File: src/rtl/imem_fetch_ctrl_pkg.sv
// Shared width defaults and queue-entry type for the instruction fetch path.
// Used by imem_fetch_ctrl and its fetch queue. The IMem uses the same constants.
package imem_fetch_ctrl_pkg;

   localparam int DATA_WIDTH_DEF = 32;
   localparam int IMEM_AW_DEF    = 6;
   localparam int FQ_DEPTH_DEF   = 4;

   typedef struct packed {
      logic [31:0]               pc;
      logic [DATA_WIDTH_DEF-1:0] inst;
   } fq_entry_t;

endpackage

File: src/rtl/imem_fetch_ctrl_fetch_queue.sv
// Circular fetch queue: 0/1/2 pushes and 1 pop per cycle, synchronous flush,
// registered head entry that holds its last value while the queue is empty.
module imem_fetch_ctrl_fetch_queue
   import imem_fetch_ctrl_pkg::*;
#(
   parameter  int DEPTH = FQ_DEPTH_DEF,
   localparam int PW    = $clog2(DEPTH),
   localparam int CW    = PW + 1
) (
   input  logic          clk_i,
   input  logic          rst_i,
   input  logic          flush_i,
   input  logic [1:0]    push_cnt_i,
   input  fq_entry_t     push0_i,
   input  fq_entry_t     push1_i,
   input  logic          pop_i,
   output fq_entry_t     head_o,
   output logic [CW-1:0] count_o,
   output logic [CW-1:0] free_o
);

   fq_entry_t       mem_q [DEPTH];
   fq_entry_t       head_ent_q, head_ent_d;
   logic [PW-1:0]   head_q, head_d, tail_q, tail_d, tail1;
   logic [CW-1:0]   count_q, count_d;
   logic            wr0, wr1;

   always_comb begin
      tail1      = tail_q + PW'(1);
      wr0        = !flush_i && (push_cnt_i != 2'd0);
      wr1        = !flush_i && (push_cnt_i == 2'd2);
      head_d     = head_q;
      tail_d     = tail_q;
      count_d    = count_q;
      head_ent_d = head_ent_q;
      if (flush_i) begin
         head_d  = tail_q;
         count_d = '0;
      end else begin
         if (pop_i) head_d = head_q + PW'(1);
         tail_d  = tail_q + PW'(push_cnt_i);
         count_d = count_q + CW'(push_cnt_i) - CW'(pop_i);
         // Look ahead at the post-edge head slot, forwarding same-cycle writes.
         if (count_d != '0) begin
            if (wr1 && (head_d == tail1))
               head_ent_d = push1_i;
            else if (wr0 && (head_d == tail_q))
               head_ent_d = push0_i;
            else
               head_ent_d = mem_q[head_d];
         end
      end
   end

   always_ff @(posedge clk_i or posedge rst_i) begin
      if (rst_i) begin
         head_q     <= '0;
         tail_q     <= '0;
         count_q    <= '0;
         head_ent_q <= '0;
      end else begin
         head_q     <= head_d;
         tail_q     <= tail_d;
         count_q    <= count_d;
         head_ent_q <= head_ent_d;
      end
   end

   always_ff @(posedge clk_i) begin
      if (wr0) mem_q[tail_q] <= push0_i;
      if (wr1) mem_q[tail1]  <= push1_i;
   end

   assign head_o  = head_ent_q;
   assign count_o = count_q;
   assign free_o  = CW'(DEPTH) - count_q;

endmodule

File: src/rtl/imem_fetch_ctrl.sv
// Instruction fetch controller: owns the fetch PC, drives both IMem read ports,
// fills the fetch queue and handles redirects. Optional perf counters: IMEM_FETCH_PERF_EN.
module imem_fetch_ctrl
   import imem_fetch_ctrl_pkg::*;
#(
   parameter int DATA_WIDTH = DATA_WIDTH_DEF,
   parameter int IMEM_AW    = IMEM_AW_DEF,
   parameter int FQ_DEPTH   = FQ_DEPTH_DEF
) (
   input  logic                  clk,
   input  logic                  rst,
   input  logic                  fetch_en,
   output logic [IMEM_AW-1:0]    imem_a1,
   output logic [IMEM_AW-1:0]    imem_a2,
   input  logic [DATA_WIDTH-1:0] imem_rd1,
   input  logic [DATA_WIDTH-1:0] imem_rd2,
   input  logic                  redirect_valid,
   input  logic [31:0]           redirect_pc,
   output logic                  inst_valid,
   input  logic                  inst_ready,
   output logic [DATA_WIDTH-1:0] inst,
   output logic [31:0]           inst_pc,
   output logic [31:0]           perf_stall_cnt,
   output logic [31:0]           perf_redir_cnt
);

   localparam int CW = $clog2(FQ_DEPTH) + 1;

   logic [31:0]   fetch_pc_q, fetch_pc_d;
   logic [1:0]    push_cnt;
   logic          pop;
   fq_entry_t     push0, push1, head;
   logic [CW-1:0] count, free;

   assign imem_a1    = fetch_pc_q[IMEM_AW+1:2];
   assign imem_a2    = imem_a1 + IMEM_AW'(1);
   assign inst_valid = (count != '0);
   assign inst       = head.inst;
   assign inst_pc    = head.pc;
   assign pop        = inst_valid && inst_ready && !redirect_valid;

   // Space is judged on the start-of-cycle count; a same-cycle pop does not help.
   always_comb begin
      push_cnt   = 2'd0;
      fetch_pc_d = fetch_pc_q;
      push0.pc   = fetch_pc_q;
      push0.inst = imem_rd1;
      push1.pc   = fetch_pc_q + 32'd4;
      push1.inst = imem_rd2;
      if (redirect_valid) begin
         fetch_pc_d = redirect_pc & 32'hFFFF_FFFC;
      end else if (fetch_en) begin
         if (free >= CW'(2)) begin
            push_cnt   = 2'd2;
            fetch_pc_d = fetch_pc_q + 32'd8;
         end else if (free == CW'(1)) begin
            push_cnt   = 2'd1;
            fetch_pc_d = fetch_pc_q + 32'd4;
         end
      end
   end

   always_ff @(posedge clk or posedge rst) begin
      if (rst) fetch_pc_q <= '0;
      else     fetch_pc_q <= fetch_pc_d;
   end

   imem_fetch_ctrl_fetch_queue #(
      .DEPTH (FQ_DEPTH)
   ) u_fq (
      .clk_i      (clk),
      .rst_i      (rst),
      .flush_i    (redirect_valid),
      .push_cnt_i (push_cnt),
      .push0_i    (push0),
      .push1_i    (push1),
      .pop_i      (pop),
      .head_o     (head),
      .count_o    (count),
      .free_o     (free)
   );

`ifdef IMEM_FETCH_PERF_EN
   logic [31:0] stall_cnt_q, redir_cnt_q;

   always_ff @(posedge clk or posedge rst) begin
      if (rst) begin
         stall_cnt_q <= '0;
         redir_cnt_q <= '0;
      end else begin
         if (inst_valid && !inst_ready) stall_cnt_q <= stall_cnt_q + 32'd1;
         if (redirect_valid)            redir_cnt_q <= redir_cnt_q + 32'd1;
      end
   end

   assign perf_stall_cnt = stall_cnt_q;
   assign perf_redir_cnt = redir_cnt_q;
`else
   assign perf_stall_cnt = 32'd0;
   assign perf_redir_cnt = 32'd0;
`endif

endmodule

File: config.mk
export PLATFORM = sky130hd
export DESIGN_NAME = imem_fetch_ctrl
export DESIGN_NICKNAME = d
export VERILOG_FILES = /design/src/rtl/imem_fetch_ctrl_pkg.sv /design/src/rtl/imem_fetch_ctrl_fetch_queue.sv /design/src/rtl/imem_fetch_ctrl.sv
export SDC_FILE = /design/constraint.sdc
export NUM_CORES = 1
export LEC_CHECK = 0
export CAP_MARGIN = 40
export CORE_UTILIZATION = 55
export DETAILED_ROUTE_END_ITERATION = 12
export DONT_BUFFER_PORTS = 1
export PLACE_DENSITY = 0.74
export REMOVE_ABC_BUFFERS = 1
export SYNTH_ARGS = -nofsm -noshare
export SYNTH_HDL_FRONTEND = slang
export SYNTH_HIERARCHICAL = 1
export SYNTH_SLANG_ARGS = --single-unit
File: constraint.sdc
create_clock -name clk -period 6.5 [get_ports clk]
set_input_delay 1.95 -clock clk [delete_from_list [all_inputs] [get_ports clk]]
set_output_delay 1.95 -clock clk [all_outputs]
set_load 0.02 [all_outputs]
==> impl_metrics.py <==
metrics = {
    "run_status": {
        "status": "complete, no violations",
    },
    "power": {
        "p_sw_uw": 3641,
        "power_density_mw_per_mm2": 449.8,
        "total_power_uw": 9565,
        "p_int_uw": 5925,
        "irDropWorstVdd_v": 0.0003093,
        "power_frac_clock_pct": 22.1,
        "swShare_pct": 38.06,
        "p_seq_share_pct": 40.4,
        "leakagePower_uw": 0.007331,
        "pwr-share-comb_pct": 37.4,
    },
    "route": {
        "wl_um": 50000,
        "drc": 0,
        "first_pass_iters": 6,
        "wire_per_inst_um": 25.21,
        "vias": 12800,
        "drtAntennaViolNets": 0,
        "drtIter0Drc": 1089,
        "vias_per_cell": 6.456,
    },
    "global_routing": {
        "grt_usage_pct": 27.56,
        "grt_overflow": 0,
        "grt_pass1_wl_um": 76700,
        "antenna_found_initial": 5,
        "grt_pass1_vias": 13060,
        "grt_max_degree": 65,
    },
    "critical_path": {
        "crit_path_max_fanout": 44,
        "max_stage_delay_ns": 0.61,
        "crit_chain": "inv_1 > ha_1 > xor2_1 > or2_2 > o21ai_0 > and2_1 > nor2_1 > ha_1 > inv_1 > fa_1 > xor3_1 > a31o_1 > a31oi_4 > buf_4 > o21ai_1 > o21ai_1",
        "crit_buf_inv": 3,
        "cp.arrival_ns": 5.91,
        "end_kind": "flop",
        "cp.required_ns": 6.96,
        "crit_slowest_cell": "o21ai_0",
        "cp-start-kind": "flop",
        "cp_top_family": "compound AO/OA/AOI/OAI gates",
        "ff2ff_setup_slack_ns": 1.05,
        "crit_type": "reg2reg",
    },
    "floorplanning": {
        "placementRows": 69,
        "die_h_um": 192.0,
        "core_mm2": 0.03557,
        "die_width_um": 192.0,
        "start_util_pct": 55.81,
        "die-area_mm2": 0.03686,
        "io_pins": 242,
    },
    "logic_synthesis": {
        "synthTopCellsByCount": "mux2_2 (259), edfxtp_1 (256), nand2_1 (149)",
        "syn_inst": 1513,
        "synth.most_common_cell": "mux2_2",
        "yosysTopAreaCellShare_pct": 38.72,
        "yosysWarnings": 6,
        "synth.yosys.seq_area_share_pct": 51.45,
        "synthDistinctLibCells": 76,
        "synth_area_per_cell_um2": 13.12,
        "netlist_area_mm2": 0.01985,
        "synth_edf_count": 256,
        "synthTopCellsByArea": "edfxtp_1 (39%), mux2_2 (15%), dfrtp_1 (13%)",
        "ys_seq_elements": 357,
        "async_reset_ff_share_pct": 28.29,
        "yosysTopAreaCell": "edfxtp_1",
        "synth-main-ff-cell": "edfxtp_1",
    },
    "timing": {
        "skew_ns": 0.02104,
        "max_freq_mhz": 183.3,
        "slew_viol_final": 0,
        "worst_pin_slew_ns": 0.9385,
        "rsz0062_at_grt": "no",
        "relSlewSlack_pct": 36.99,
        "setup_viol": 0,
        "timing.final.crit_share_pct": 83.92,
        "timing.hold.ws_ns": 0.6710,
        "timing_hold_violations_final": 0,
        "min_period_ns": 5.455,
    },
    "cts": {
        "cts.repair.resized": 0,
        "h-tree-depth": 2,
        "cts_setup_buffers": 0,
        "clockBufferDepth": 3,
        "cts_buffers": 40,
        "cts.reportedPaths.clkPinSlew_ns": 0.06,
        "root_buffer": "clkbuf_16",
        "cts_sinks": 357,
        "clock_latency_ns": 0.55,
        "cts_tree": "built",
        "holdBufCountCts": 0,
    },
    "layout": {
        "fin_area_mm2": 0.02127,
        "drive_gt1_share_pct": 30.28,
        "final_nets": 1602,
        "syn2layout_area_growth_pct": 7.115,
        "finalNonFillerCells": 1983,
    },
    "placed_design": {
        "place.gp.congestion": 0.8887,
        "dp_cells": 1907,
        "portBuffers": 0,
        "dpl.hpwl_um": 30250,
        "post_dp_cell_area_mm2": 0.02004,
    },
    "flow_run": {
        "cap_violations": 0,
    },
    "min_path": {
        "hold_class": "reg2reg",
    },
}
cell families after synthesis:
logic type / Yosys count / share of synthesized area, %
buffers and inverters: 206 / 6.283
other: 1 / 0.01889
adder cells (fa/ha/maj): 13 / 0.8571
AO/OA/AOI/OAI: 246 / 7.966
flip-flops: 357 / 51.45
multiplexers: 342 / 23.85
AND/OR/NAND/NOR: 294 / 7.033
XOR/XNOR: 54 / 2.534
cell type report:
class	instances	area (um^2)
multi-input combinational	1033	8790
clock buffer	52	1056
timing repair buffer	37	387.9
clock inverter	21	158.9
fill	2762	14300
sequential	357	10220
antenna	3	7.507
inverter	19	72.57
tap	461	576.8
per-layer routing:
metal | wire (um) | global-route usage, %
met1 | 19330 | 35.21
met2 | 24690 | 46.56
met3 | 4500 | 6.304
met4 | 1453 | 8.631
met5 | 28 | 0
power by group through the flow:
| stage | registers (uW) | clock network (uW) | logic, uW |
|---|---|---|---|
| 2_1_floorplan | 3800 | 0 | 2680 |
| 3_3_place_gp | 3880 | 0 | 3420 |
| 3_5_place_dp | 3910 | 0 | 3560 |
| 4_1_cts | 3870 | 2160 | 3570 |
| 5_1_grt | 3940 | 2240 | 3870 |
| 6_report | 3870 | 2120 | 3580 |
sequential cells by signal, summed over array words and instances (netlist names):
register and count:
fetch_pc_q 30, u_fq/count_o 3, u_fq/head_o 64, u_fq/head_q 2
u_fq/mem_q 256, u_fq/tail_q 2
final timing paths:
path                                      start              end  cells after the start
worst max-delay path            u_fq/count_o[0]  u_fq/head_o[35]                     16
worst min-delay path             fetch_pc_q[31]  u_fq/head_o[63]                      2
worst max register to register  u_fq/count_o[0]  u_fq/head_o[35]                     16
worst min register to register   fetch_pc_q[31]  u_fq/head_o[63]                      2
max in group asynchronous                   rst   u_fq/head_o[3]                      2
min in group asynchronous                   rst   fetch_pc_q[31]                      2
layout by cell type, fill, tap and decap left out, drive strengths merged, types with 4 or more instances in the layout:
master	synthesis	routed
o31ai	4	4
mux4	79	79
a22oi	15	15
and3	9	9
xor2	26	26
nor4	6	6
nor2	40	40
nand4	19	19
mux2	259	259
nand2	150	150
dfrtp	101	101
clkinv	1	20
edfxtp	256	256
nor2b	15	15
nor3	16	16
buf	142	36
ha	12	12
a31oi	54	54
a211oi	17	17
conb	1	84
a21oi	19	19
and2	7	7
mux2i	4	4
xnor2	26	26
clkbuf	45	52
inv	18	17
nand3	18	18
o22ai	54	54
o21ai	57	57
worst reg2reg max path: stages, from the launching register on:
cell and delay, ns:
dfrtp_1 0.51, inv_1 0.11, ha_1 0.22, xor2_1 0.16, or2_2 0.44, o21ai_0 0.61
and2_1 0.57, nor2_1 0.22, ha_1 0.25, inv_1 0.06, fa_1 0.17, xor3_1 0.29
a31o_1 0.56, a31oi_4 0.31, buf_4 0.58, o21ai_1 0.15, o21ai_1 0.16
metrics by stage:
step           setup slack, ns  TNS (ns)  utilization, %
3_5_place_dp            0.8321         0           56.35
5_1_grt                 0.7661         0           59.77
2_1_floorplan           -1.986    -98.63               -
6_report                 1.045         0           59.79
3_3_place_gp            0.9531         0           56.15
4_1_cts                  1.196         0           59.77
Power figures use the tool's default switching activity.
